==> src/rtl/pu_ex_hilo_pkg.sv <==
`default_nettype none
// +-----------------------------------------------------------------+
// | pu_ex_hilo_pkg : op codes, state encoding and helpers for HI/LO |
// | Revision       : 1.0                                            |
// +-----------------------------------------------------------------+
package pu_ex_hilo_pkg;

  localparam int PU_MD_ITER = 32;

  typedef logic [1:0] pu_md_op_t;
  localparam pu_md_op_t PU_MD_OP_MULT  = 2'd0;
  localparam pu_md_op_t PU_MD_OP_MULTU = 2'd1;
  localparam pu_md_op_t PU_MD_OP_DIV   = 2'd2;
  localparam pu_md_op_t PU_MD_OP_DIVU  = 2'd3;

  typedef enum logic [1:0] {
    PU_MD_ST_IDLE = 2'd0,
    PU_MD_ST_MUL  = 2'd1,
    PU_MD_ST_DIV  = 2'd2,
    PU_MD_ST_FIX  = 2'd3
  } pu_md_st_t;

  function automatic logic [31:0] pu_md_abs(input logic [31:0] v, input logic is_signed);
    return (is_signed && v[31]) ? (~v + 32'd1) : v;
  endfunction

endpackage
`default_nettype wire

==> src/rtl/pu_ex_hilo_if.sv <==
`default_nettype none
// +-----------------------------------------------------------------+
// | pu_ex_hilo_if : request / direct-write / result bundle for HI/LO|
// | Revision      : 1.0                                             |
// +-----------------------------------------------------------------+
interface pu_ex_hilo_if;
  import pu_ex_hilo_pkg::*;

  logic        flush;
  logic        start;
  pu_md_op_t   op;
  logic [31:0] in0;
  logic [31:0] in1;
  logic        hi_we;
  logic [31:0] hi_wd;
  logic        lo_we;
  logic [31:0] lo_wd;
  logic        busy;
  logic        done;
  logic [31:0] hi;
  logic [31:0] lo;

  modport master (
    output flush, start, op, in0, in1, hi_we, hi_wd, lo_we, lo_wd,
    input  busy, done, hi, lo
  );

  modport slave (
    input  flush, start, op, in0, in1, hi_we, hi_wd, lo_we, lo_wd,
    output busy, done, hi, lo
  );
endinterface
`default_nettype wire

==> src/rtl/pu_ex_div_step.sv <==
`default_nettype none
// +-----------------------------------------------------------------+
// | pu_ex_div_step : one restoring-division step (1 quotient bit)   |
// | Revision       : 1.0                                            |
// +-----------------------------------------------------------------+
module pu_ex_div_step (
  input  logic [32:0] i_rem,
  input  logic [31:0] i_divisor,
  input  logic        i_bit,
  output logic [32:0] o_rem,
  output logic        o_q
);

  logic [32:0] w_shift;
  logic [33:0] w_diff;

  assign w_shift = {i_rem[31:0], i_bit};
  assign w_diff  = {1'b0, w_shift} - {2'b00, i_divisor};
  // A set top remainder bit means the shifted value exceeds any 32-bit divisor.
  assign o_q     = i_rem[32] | ~w_diff[33];
  assign o_rem   = o_q ? w_diff[32:0] : w_shift;

endmodule
`default_nettype wire

==> src/rtl/pu_ex_hilo.sv <==
`default_nettype none
// +-----------------------------------------------------------------+
// | pu_ex_hilo : HI/LO register pair with 33-cycle mul/div engine   |
// | Revision   : 1.0                                                |
// +-----------------------------------------------------------------+
module pu_ex_hilo
  import pu_ex_hilo_pkg::*;
#(
  parameter int DATA_W = 32,
  parameter int ITER   = PU_MD_ITER
) (
  input  logic         clk,
  input  logic         reset_,
  pu_ex_hilo_if.slave  bus
);

  localparam int c_CNT_W = $clog2(ITER);

  pu_md_st_t            r_state;
  pu_md_st_t            w_next;
  logic [c_CNT_W-1:0]   r_cnt;
  logic [DATA_W-1:0]    r_opa;
  logic [DATA_W:0]      r_acc_hi;
  logic [DATA_W-1:0]    r_acc_lo;
  logic                 r_is_div;
  logic                 r_neg_q;
  logic                 r_neg_r;
  logic [DATA_W-1:0]    r_hi;
  logic [DATA_W-1:0]    r_lo;
  logic                 r_done;

  logic                 w_accept;
  logic                 w_eng_wr;
  logic                 w_last;
  logic                 w_op_div;
  logic                 w_op_signed;
  logic [DATA_W:0]      w_sum;
  logic [DATA_W:0]      w_rem;
  logic                 w_q;
  logic [2*DATA_W-1:0]  w_prod;
  logic [2*DATA_W-1:0]  w_prod_fix;
  logic [DATA_W-1:0]    w_quo_fix;
  logic [DATA_W-1:0]    w_rem_fix;

  assign w_op_div    = (bus.op == PU_MD_OP_DIV) || (bus.op == PU_MD_OP_DIVU);
  assign w_op_signed = (bus.op == PU_MD_OP_MULT) || (bus.op == PU_MD_OP_DIV);
  assign w_last      = (r_cnt == c_CNT_W'(ITER - 1));

  always_ff @(posedge clk or negedge reset_) begin
    if (!reset_) r_state <= PU_MD_ST_IDLE;
    else         r_state <= w_next;
  end

  always_comb begin
    w_next   = r_state;
    w_accept = 1'b0;
    w_eng_wr = 1'b0;
    unique case (r_state)
      PU_MD_ST_IDLE: begin
        if (bus.start && !bus.flush) begin
          w_accept = 1'b1;
          w_next   = w_op_div ? PU_MD_ST_DIV : PU_MD_ST_MUL;
        end
      end
      PU_MD_ST_MUL, PU_MD_ST_DIV: begin
        if (bus.flush)   w_next = PU_MD_ST_IDLE;
        else if (w_last) w_next = PU_MD_ST_FIX;
      end
      PU_MD_ST_FIX: begin
        w_next   = PU_MD_ST_IDLE;
        w_eng_wr = !bus.flush;
      end
      default: w_next = PU_MD_ST_IDLE;
    endcase
  end

  assign w_sum = {1'b0, r_acc_hi[DATA_W-1:0]} + {1'b0, r_opa};

  pu_ex_div_step u_div_step (
    .i_rem     (r_acc_hi),
    .i_divisor (r_opa),
    .i_bit     (r_acc_lo[DATA_W-1]),
    .o_rem     (w_rem),
    .o_q       (w_q)
  );

  // Multiply keeps the multiplicand in r_opa; divide keeps the divisor there.
  always_ff @(posedge clk or negedge reset_) begin
    if (!reset_) begin
      r_cnt    <= '0;
      r_opa    <= '0;
      r_acc_hi <= '0;
      r_acc_lo <= '0;
      r_is_div <= 1'b0;
      r_neg_q  <= 1'b0;
      r_neg_r  <= 1'b0;
    end else begin
      unique case (r_state)
        PU_MD_ST_IDLE: begin
          if (w_accept) begin
            r_cnt    <= '0;
            r_is_div <= w_op_div;
            r_acc_hi <= '0;
            r_opa    <= pu_md_abs(w_op_div ? bus.in1 : bus.in0, w_op_signed);
            r_acc_lo <= pu_md_abs(w_op_div ? bus.in0 : bus.in1, w_op_signed);
            r_neg_q  <= w_op_signed && (bus.in0[DATA_W-1] ^ bus.in1[DATA_W-1]) &&
                        !(w_op_div && (bus.in1 == '0));
            r_neg_r  <= w_op_signed && w_op_div && bus.in0[DATA_W-1];
          end
        end
        PU_MD_ST_MUL: begin
          r_cnt <= r_cnt + 1'b1;
          if (r_acc_lo[0]) {r_acc_hi, r_acc_lo} <= {1'b0, w_sum, r_acc_lo[DATA_W-1:1]};
          else             {r_acc_hi, r_acc_lo} <= {2'b00, r_acc_hi[DATA_W-1:0], r_acc_lo[DATA_W-1:1]};
        end
        PU_MD_ST_DIV: begin
          r_cnt    <= r_cnt + 1'b1;
          r_acc_hi <= w_rem;
          r_acc_lo <= {r_acc_lo[DATA_W-2:0], w_q};
        end
        default: ;
      endcase
    end
  end

  // Divide-by-zero leaves |in0| as remainder; the dividend-sign fix restores in0.
  assign w_prod     = {r_acc_hi[DATA_W-1:0], r_acc_lo};
  assign w_prod_fix = r_neg_q ? (~w_prod + 1'b1) : w_prod;
  assign w_quo_fix  = r_neg_q ? (~r_acc_lo + 1'b1) : r_acc_lo;
  assign w_rem_fix  = r_neg_r ? (~r_acc_hi[DATA_W-1:0] + 1'b1) : r_acc_hi[DATA_W-1:0];

  always_ff @(posedge clk or negedge reset_) begin
    if (!reset_) begin
      r_hi   <= '0;
      r_lo   <= '0;
      r_done <= 1'b0;
    end else begin
      r_done <= w_eng_wr;
      if (w_eng_wr) begin
        r_hi <= r_is_div ? w_rem_fix : w_prod_fix[2*DATA_W-1:DATA_W];
        r_lo <= r_is_div ? w_quo_fix : w_prod_fix[DATA_W-1:0];
      end else begin
        if (bus.hi_we) r_hi <= bus.hi_wd;
        if (bus.lo_we) r_lo <= bus.lo_wd;
      end
    end
  end

  assign bus.busy = (r_state != PU_MD_ST_IDLE);
  assign bus.done = r_done;
  assign bus.hi   = r_hi;
  assign bus.lo   = r_lo;

endmodule
`default_nettype wire
==> src/flat_wrapper.sv <==
// flat-port wrapper written by rule: the top's interface ports become plain ports
module pu_ex_hilo_flat import pu_ex_hilo_pkg::*;
#(
  parameter int DATA_W = 32,
  parameter int ITER   = PU_MD_ITER
)
  (clk, reset_, bus_flush, bus_start, bus_op, bus_in0, bus_in1, bus_hi_we, bus_hi_wd, bus_lo_we, bus_lo_wd, bus_busy, bus_done, bus_hi, bus_lo);
  pu_ex_hilo_if bus_i ();
  input  logic clk;
  input  logic reset_;
  input wire logic [$bits(bus_i.flush)-1:0] bus_flush;
  input wire logic [$bits(bus_i.start)-1:0] bus_start;
  input wire logic [$bits(bus_i.op)-1:0] bus_op;
  input wire logic [$bits(bus_i.in0)-1:0] bus_in0;
  input wire logic [$bits(bus_i.in1)-1:0] bus_in1;
  input wire logic [$bits(bus_i.hi_we)-1:0] bus_hi_we;
  input wire logic [$bits(bus_i.hi_wd)-1:0] bus_hi_wd;
  input wire logic [$bits(bus_i.lo_we)-1:0] bus_lo_we;
  input wire logic [$bits(bus_i.lo_wd)-1:0] bus_lo_wd;
  output wire logic [$bits(bus_i.busy)-1:0] bus_busy;
  output wire logic [$bits(bus_i.done)-1:0] bus_done;
  output wire logic [$bits(bus_i.hi)-1:0] bus_hi;
  output wire logic [$bits(bus_i.lo)-1:0] bus_lo;
  assign bus_i.flush = bus_flush;
  assign bus_i.start = bus_start;
  assign bus_i.op = bus_op;
  assign bus_i.in0 = bus_in0;
  assign bus_i.in1 = bus_in1;
  assign bus_i.hi_we = bus_hi_we;
  assign bus_i.hi_wd = bus_hi_wd;
  assign bus_i.lo_we = bus_lo_we;
  assign bus_i.lo_wd = bus_lo_wd;
  assign bus_busy = bus_i.busy;
  assign bus_done = bus_i.done;
  assign bus_hi = bus_i.hi;
  assign bus_lo = bus_i.lo;
  pu_ex_hilo #(.DATA_W(DATA_W), .ITER(ITER)) u_core (.clk(clk), .reset_(reset_), .bus(bus_i));
endmodule
==> config.mk <==
export PLATFORM = sky130hd
export DESIGN_NAME = pu_ex_hilo_flat
export DESIGN_NICKNAME = d
export VERILOG_FILES = /design/src/rtl/pu_ex_hilo_pkg.sv /design/src/rtl/pu_ex_hilo_if.sv /design/src/rtl/pu_ex_div_step.sv /design/src/rtl/pu_ex_hilo.sv /design/src/flat_wrapper.sv
export SDC_FILE = /design/constraint.sdc
export NUM_CORES = 1
export LEC_CHECK = 0
export ABC_CLOCK_PERIOD_IN_PS = 3700
export BUFFER_PORTS_ARGS = -buffer_cell sky130_fd_sc_hd__buf_2
export CAP_MARGIN = 5
export CELL_PAD_IN_SITES_DETAIL_PLACEMENT = 1
export CELL_PAD_IN_SITES_GLOBAL_PLACEMENT = 1
export CORE_ASPECT_RATIO = 0.75
export CORE_MARGIN = 2
export CORE_UTILIZATION = 45
export DETAILED_ROUTE_END_ITERATION = 16
export GPL_TIMING_DRIVEN = 0
export PLACE_DENSITY_LB_ADDON = 0.3
export SYNTH_ARGS = -nofsm -noshare
export SYNTH_HDL_FRONTEND = slang
export SYNTH_SLANG_ARGS = --single-unit
==> constraint.sdc <==
create_clock -name clk -period 3.7 [get_ports clk]
set_input_delay 0.185 -clock clk [delete_from_list [all_inputs] [get_ports clk]]
set_output_delay 0.185 -clock clk [all_outputs]
set_load 0.01 [all_outputs]
==> summary.md <==
| Metric | Value |
|---|---|
| Outcome | `finished, final reports clean` |
| Critical-path maximum fanout | `10` |
| Largest net degree at the start of global routing | `between 100 and 150` |
| Sequential area share after synthesis | `27.3%` |
| Post-Syn Area | `15800 um^2` |
| Detailed placement HPWL | `about 54000 um` |
| Synth Area in Compound Gates | `around 22%` |
| Multiplexer share of the synthesized area | `between 10% and 20%` |
| Vias per cell | `approximately 6.4` |
| MaxCap Viol Count | `0` |
| Fin crit period | `roughly 3.6 ns` |
| CTS Sinks | `172` |
| Post-Route WL | `around 68000 um` |
| Async set-reset flop share out of synthesis | `100%` |
| Worst Clk Skew | `about 0.022 ns` |
| Peak VDD IR | `roughly 0.5 mV` |
| Fraction of final layout cells sized beyond drive strength 1 | `between 10% and 20%` |
| Cts bufs inserted | `17` |
| Setup TNS | `0 ns` |
| H-Tree Depth | `4` |
| Xor-xnor portion of the synthesized cell area | `approximately 9.8%` |
| Tot Pwr | `0.0187 W` |
| Root buffer cell | `clkbuf_16` |
| GRT Total Usage | `between 30% and 40%` |
| Hold Path Class | `input port to flip-flop` |
| Leak | `8.32 nW` |
| Total gr overflow | `0` |
| Final setup vio count | `0` |
| Most common cell after layout, fill and taps aside | `nand2_1` |
| Fin nets | `between 2000 and 2500` |
| Yosys reg bits | `about 170` |
| CP arrival | `between 3 and 4 ns` |
| Final hold violations | `0` |
| Row Count | `between 50 and 60` |
| Number of synthesized flops with an enable pin | `0` |
| Period utilization | `slightly below 100%` |
| Max Fclk | `275 MHz` |
| Post-Place Cells | `around 2600` |
| Least-Margin Pin Slew | `around 0.99 ns` |
| Reg2Reg Setup Slack | `0.06 ns` |
| Simple-gate share of the synthesized area | `between 10% and 20%` |
| Startpoint Class | `flip-flop` |
| Clock Latency Late Sink | `approximately 0.48 ns` |
| Initial antenna violation count | `1` |
| Post-place setup slack | `-1.28 ns` |
| Final Wtd Congestion | `around 0.98` |
| Post-route cell area | `between 15000 and 20000 um^2` |
| Max_slew headroom | `between 30% and 40%` |
| Vias in the first global route | `17119` |
| Core area | `around 35000 um^2` |
| Drt initial violations | `around 1600` |
| Syn avg cell area | `roughly 8 um^2` |
| Die Y | `between 150 and 200 um` |
| Crit path kind | `flip-flop to flip-flop` |
| Die X | `about 220 um` |
| Die area | `around 37000 um^2` |
| Routed len/inst | `25.4 um` |
| Final worst slack | `~0.057 ns` |
| Most frequent cells in the layout | `nand2_1 (216), buf_2 (208), o21ai_0 (179), dfrtp_1 (167), nor2_1 (161)` |
| Synthesized instance count | `1980` |
| Final slew viol count | `0` |
| Req. time, crit path | `just over 4 ns` |
| Largest family of logic cells by synthesized area | `compound AO/OA/AOI/OAI gates` |
| RSZ-0062 raised after global routing | `no` |
| Area grow syn2layout | `15.2%` |
| Clock Tree Buf Depth | `2` |
| HP Start | `bus_lo_wd[2]` |
| Crit end category | `flip-flop` |
| Dominant register cell in the synthesized netlist | `dfrtp_1` |
| DRC | `0` |
| FF-to-FF Start | `u_core.r_opa[16]` |
| CTS tree | `done` |
| Synth cell types | `88` |
| Cell Pwr Density | `~1000 nW/um^2` |
| Initial Util | `45.6%` |
| Pre-antenna DRT Iters | `6` |
| DP Area | `approximately 17000 um^2` |
| Routed vias | `about 17000` |
| Total I/O pin count | `a little over 200` |
| I/O Buffers | `roughly 200` |
| Critical path origin | `u_core.r_opa[16]` |
| Yosys synthesis warning count | `0` |
| First-pass GRT wire length | `103000 um` |
| Final Non-Filler Cells | `approximately 2700` |
| Antenna Nets Post-Route | `0` |
| Adder-cell share of the synthesized area | `under 10%` |
| Mapped Nets | `around 2200` |
| Clock slew at reported path FFs | `approximately 0.09 ns` |
state kept, by name (all words and copies together), names as in the netlist:
| register | flops |
|---|---|
| u_core.r_state | 2 |
| u_core.bus.hi | 32 |
| u_core.bus.done | 1 |
| u_core.r_neg_r | 1 |
| u_core.bus.lo | 32 |
| u_core.r_cnt | 5 |
| u_core.r_acc_lo | 32 |
| u_core.r_opa | 32 |
| u_core.r_acc_hi | 33 |
| u_core.r_neg_q | 1 |
| u_core.r_is_div | 1 |
path summary, 6_finish.rpt:
kind                                       end  cells after the start
max in group asynchronous      u_core.r_opa[8]                      3
min reg2reg                u_core.r_acc_hi[32]                      2
max reg2reg                 u_core.r_acc_hi[8]                     13
min in group asynchronous     u_core.bus.lo[7]                      2
min                           u_core.bus.lo[2]                      3
max                         u_core.r_acc_hi[8]                     13
repair_timing:
action | in CTS | in global routing
setup buffers | 2 | 4
endpoints found under the setup margin | 31 | 42
resized for setup | 13 | 19
hold endpoints to repair | 55 | 0
hold buffers | 1 | 0
pin swaps | 3 | 3
stage by stage:
step	utilization [%]	hold WS, ns
4_1_cts	52.3	0.00314
5_1_grt	52.5	0.00869
3_3_place_gp	50.1	0.472
2_1_floorplan	-	-0.111
6_report	52.5	0.00299
3_5_place_dp	50.2	0.144
area by class of cell:
type	count	area, um^2
clock buffer	17	425
tap	457	572
antenna	1	2.50
clock inverter	15	209
fill	4312	16400
buffer	123	517
timing repair buffer	206	1080
sequential	172	4310
multi-input combinational	1619	10800
inverter	63	236
synth_stat cells (20+ instances only):
cell type | n | area share, %
a21oi_1 | 146 | 4.6
xnor2_1 | 93 | 5.2
clkbuf_1 | 93 | 2.2
a21o_1 | 24 | 1.1
nor2_1 | 161 | 3.8
nand2_1 | 216 | 5.1
nor3_1 | 53 | 1.7
nand3_1 | 43 | 1.4
mux2_2 | 28 | 2.0
o21ai_0 | 183 | 5.8
xor2_1 | 83 | 4.6
o31ai_1 | 21 | 1.0
ha_1 | 76 | 6.0
mux2i_1 | 139 | 8.8
or3_1 | 25 | 0.99
inv_1 | 62 | 1.5
nor2b_1 | 20 | 0.79
dfrtp_1 | 172 | 27
a221oi_1 | 35 | 1.9
power breakdown:
part / internal (W) / leakage [nW] / total, W / switching (W)
clock: 0.000939 / 0.306 / 0.00197 / 0.00103
combinational: 0.00471 / 5.87 / 0.0129 / 0.00816
sequential: 0.00267 / 2.14 / 0.00389 / 0.00122
layer usage:
metal | vias up | wire length (um) | global-route usage, %
met5 | - | 0 | 0
met4 | 0 | 1410 | 9.31
met3 | 99 | 6240 | 7.71
met2 | 754 | 29300 | 54.7
met1 | 8541 | 31100 | 54.2
li1 | 7588 | - | -
worst max-delay path, stage by stage (launching register included):
cell and delay, ns:
dfrtp_1 0.55, inv_1 0.09, ha_1 0.43, nand2_1 0.08, o21ai_1 0.30, nor3_1 0.10, or4_4 0.50, o21ai_2 0.18
o21ai_4 0.10, o221a_4 0.30, buf_6 0.17, mux2_1 0.38, a211oi_1 0.25, a21oi_1 0.06
kinds of logic after synthesis:
| family | count (synthesis) |
|---|---|
| XOR/XNOR | 176 |
| flip-flops | 172 |
| buffers and inverters | 189 |
| multiplexers | 168 |
| adder cells (fa/ha/maj) | 78 |
| AND/OR/NAND/NOR | 632 |
| AO/OA/AOI/OAI | 565 |
No activity file was read; power rests on OpenSTA's default activity.
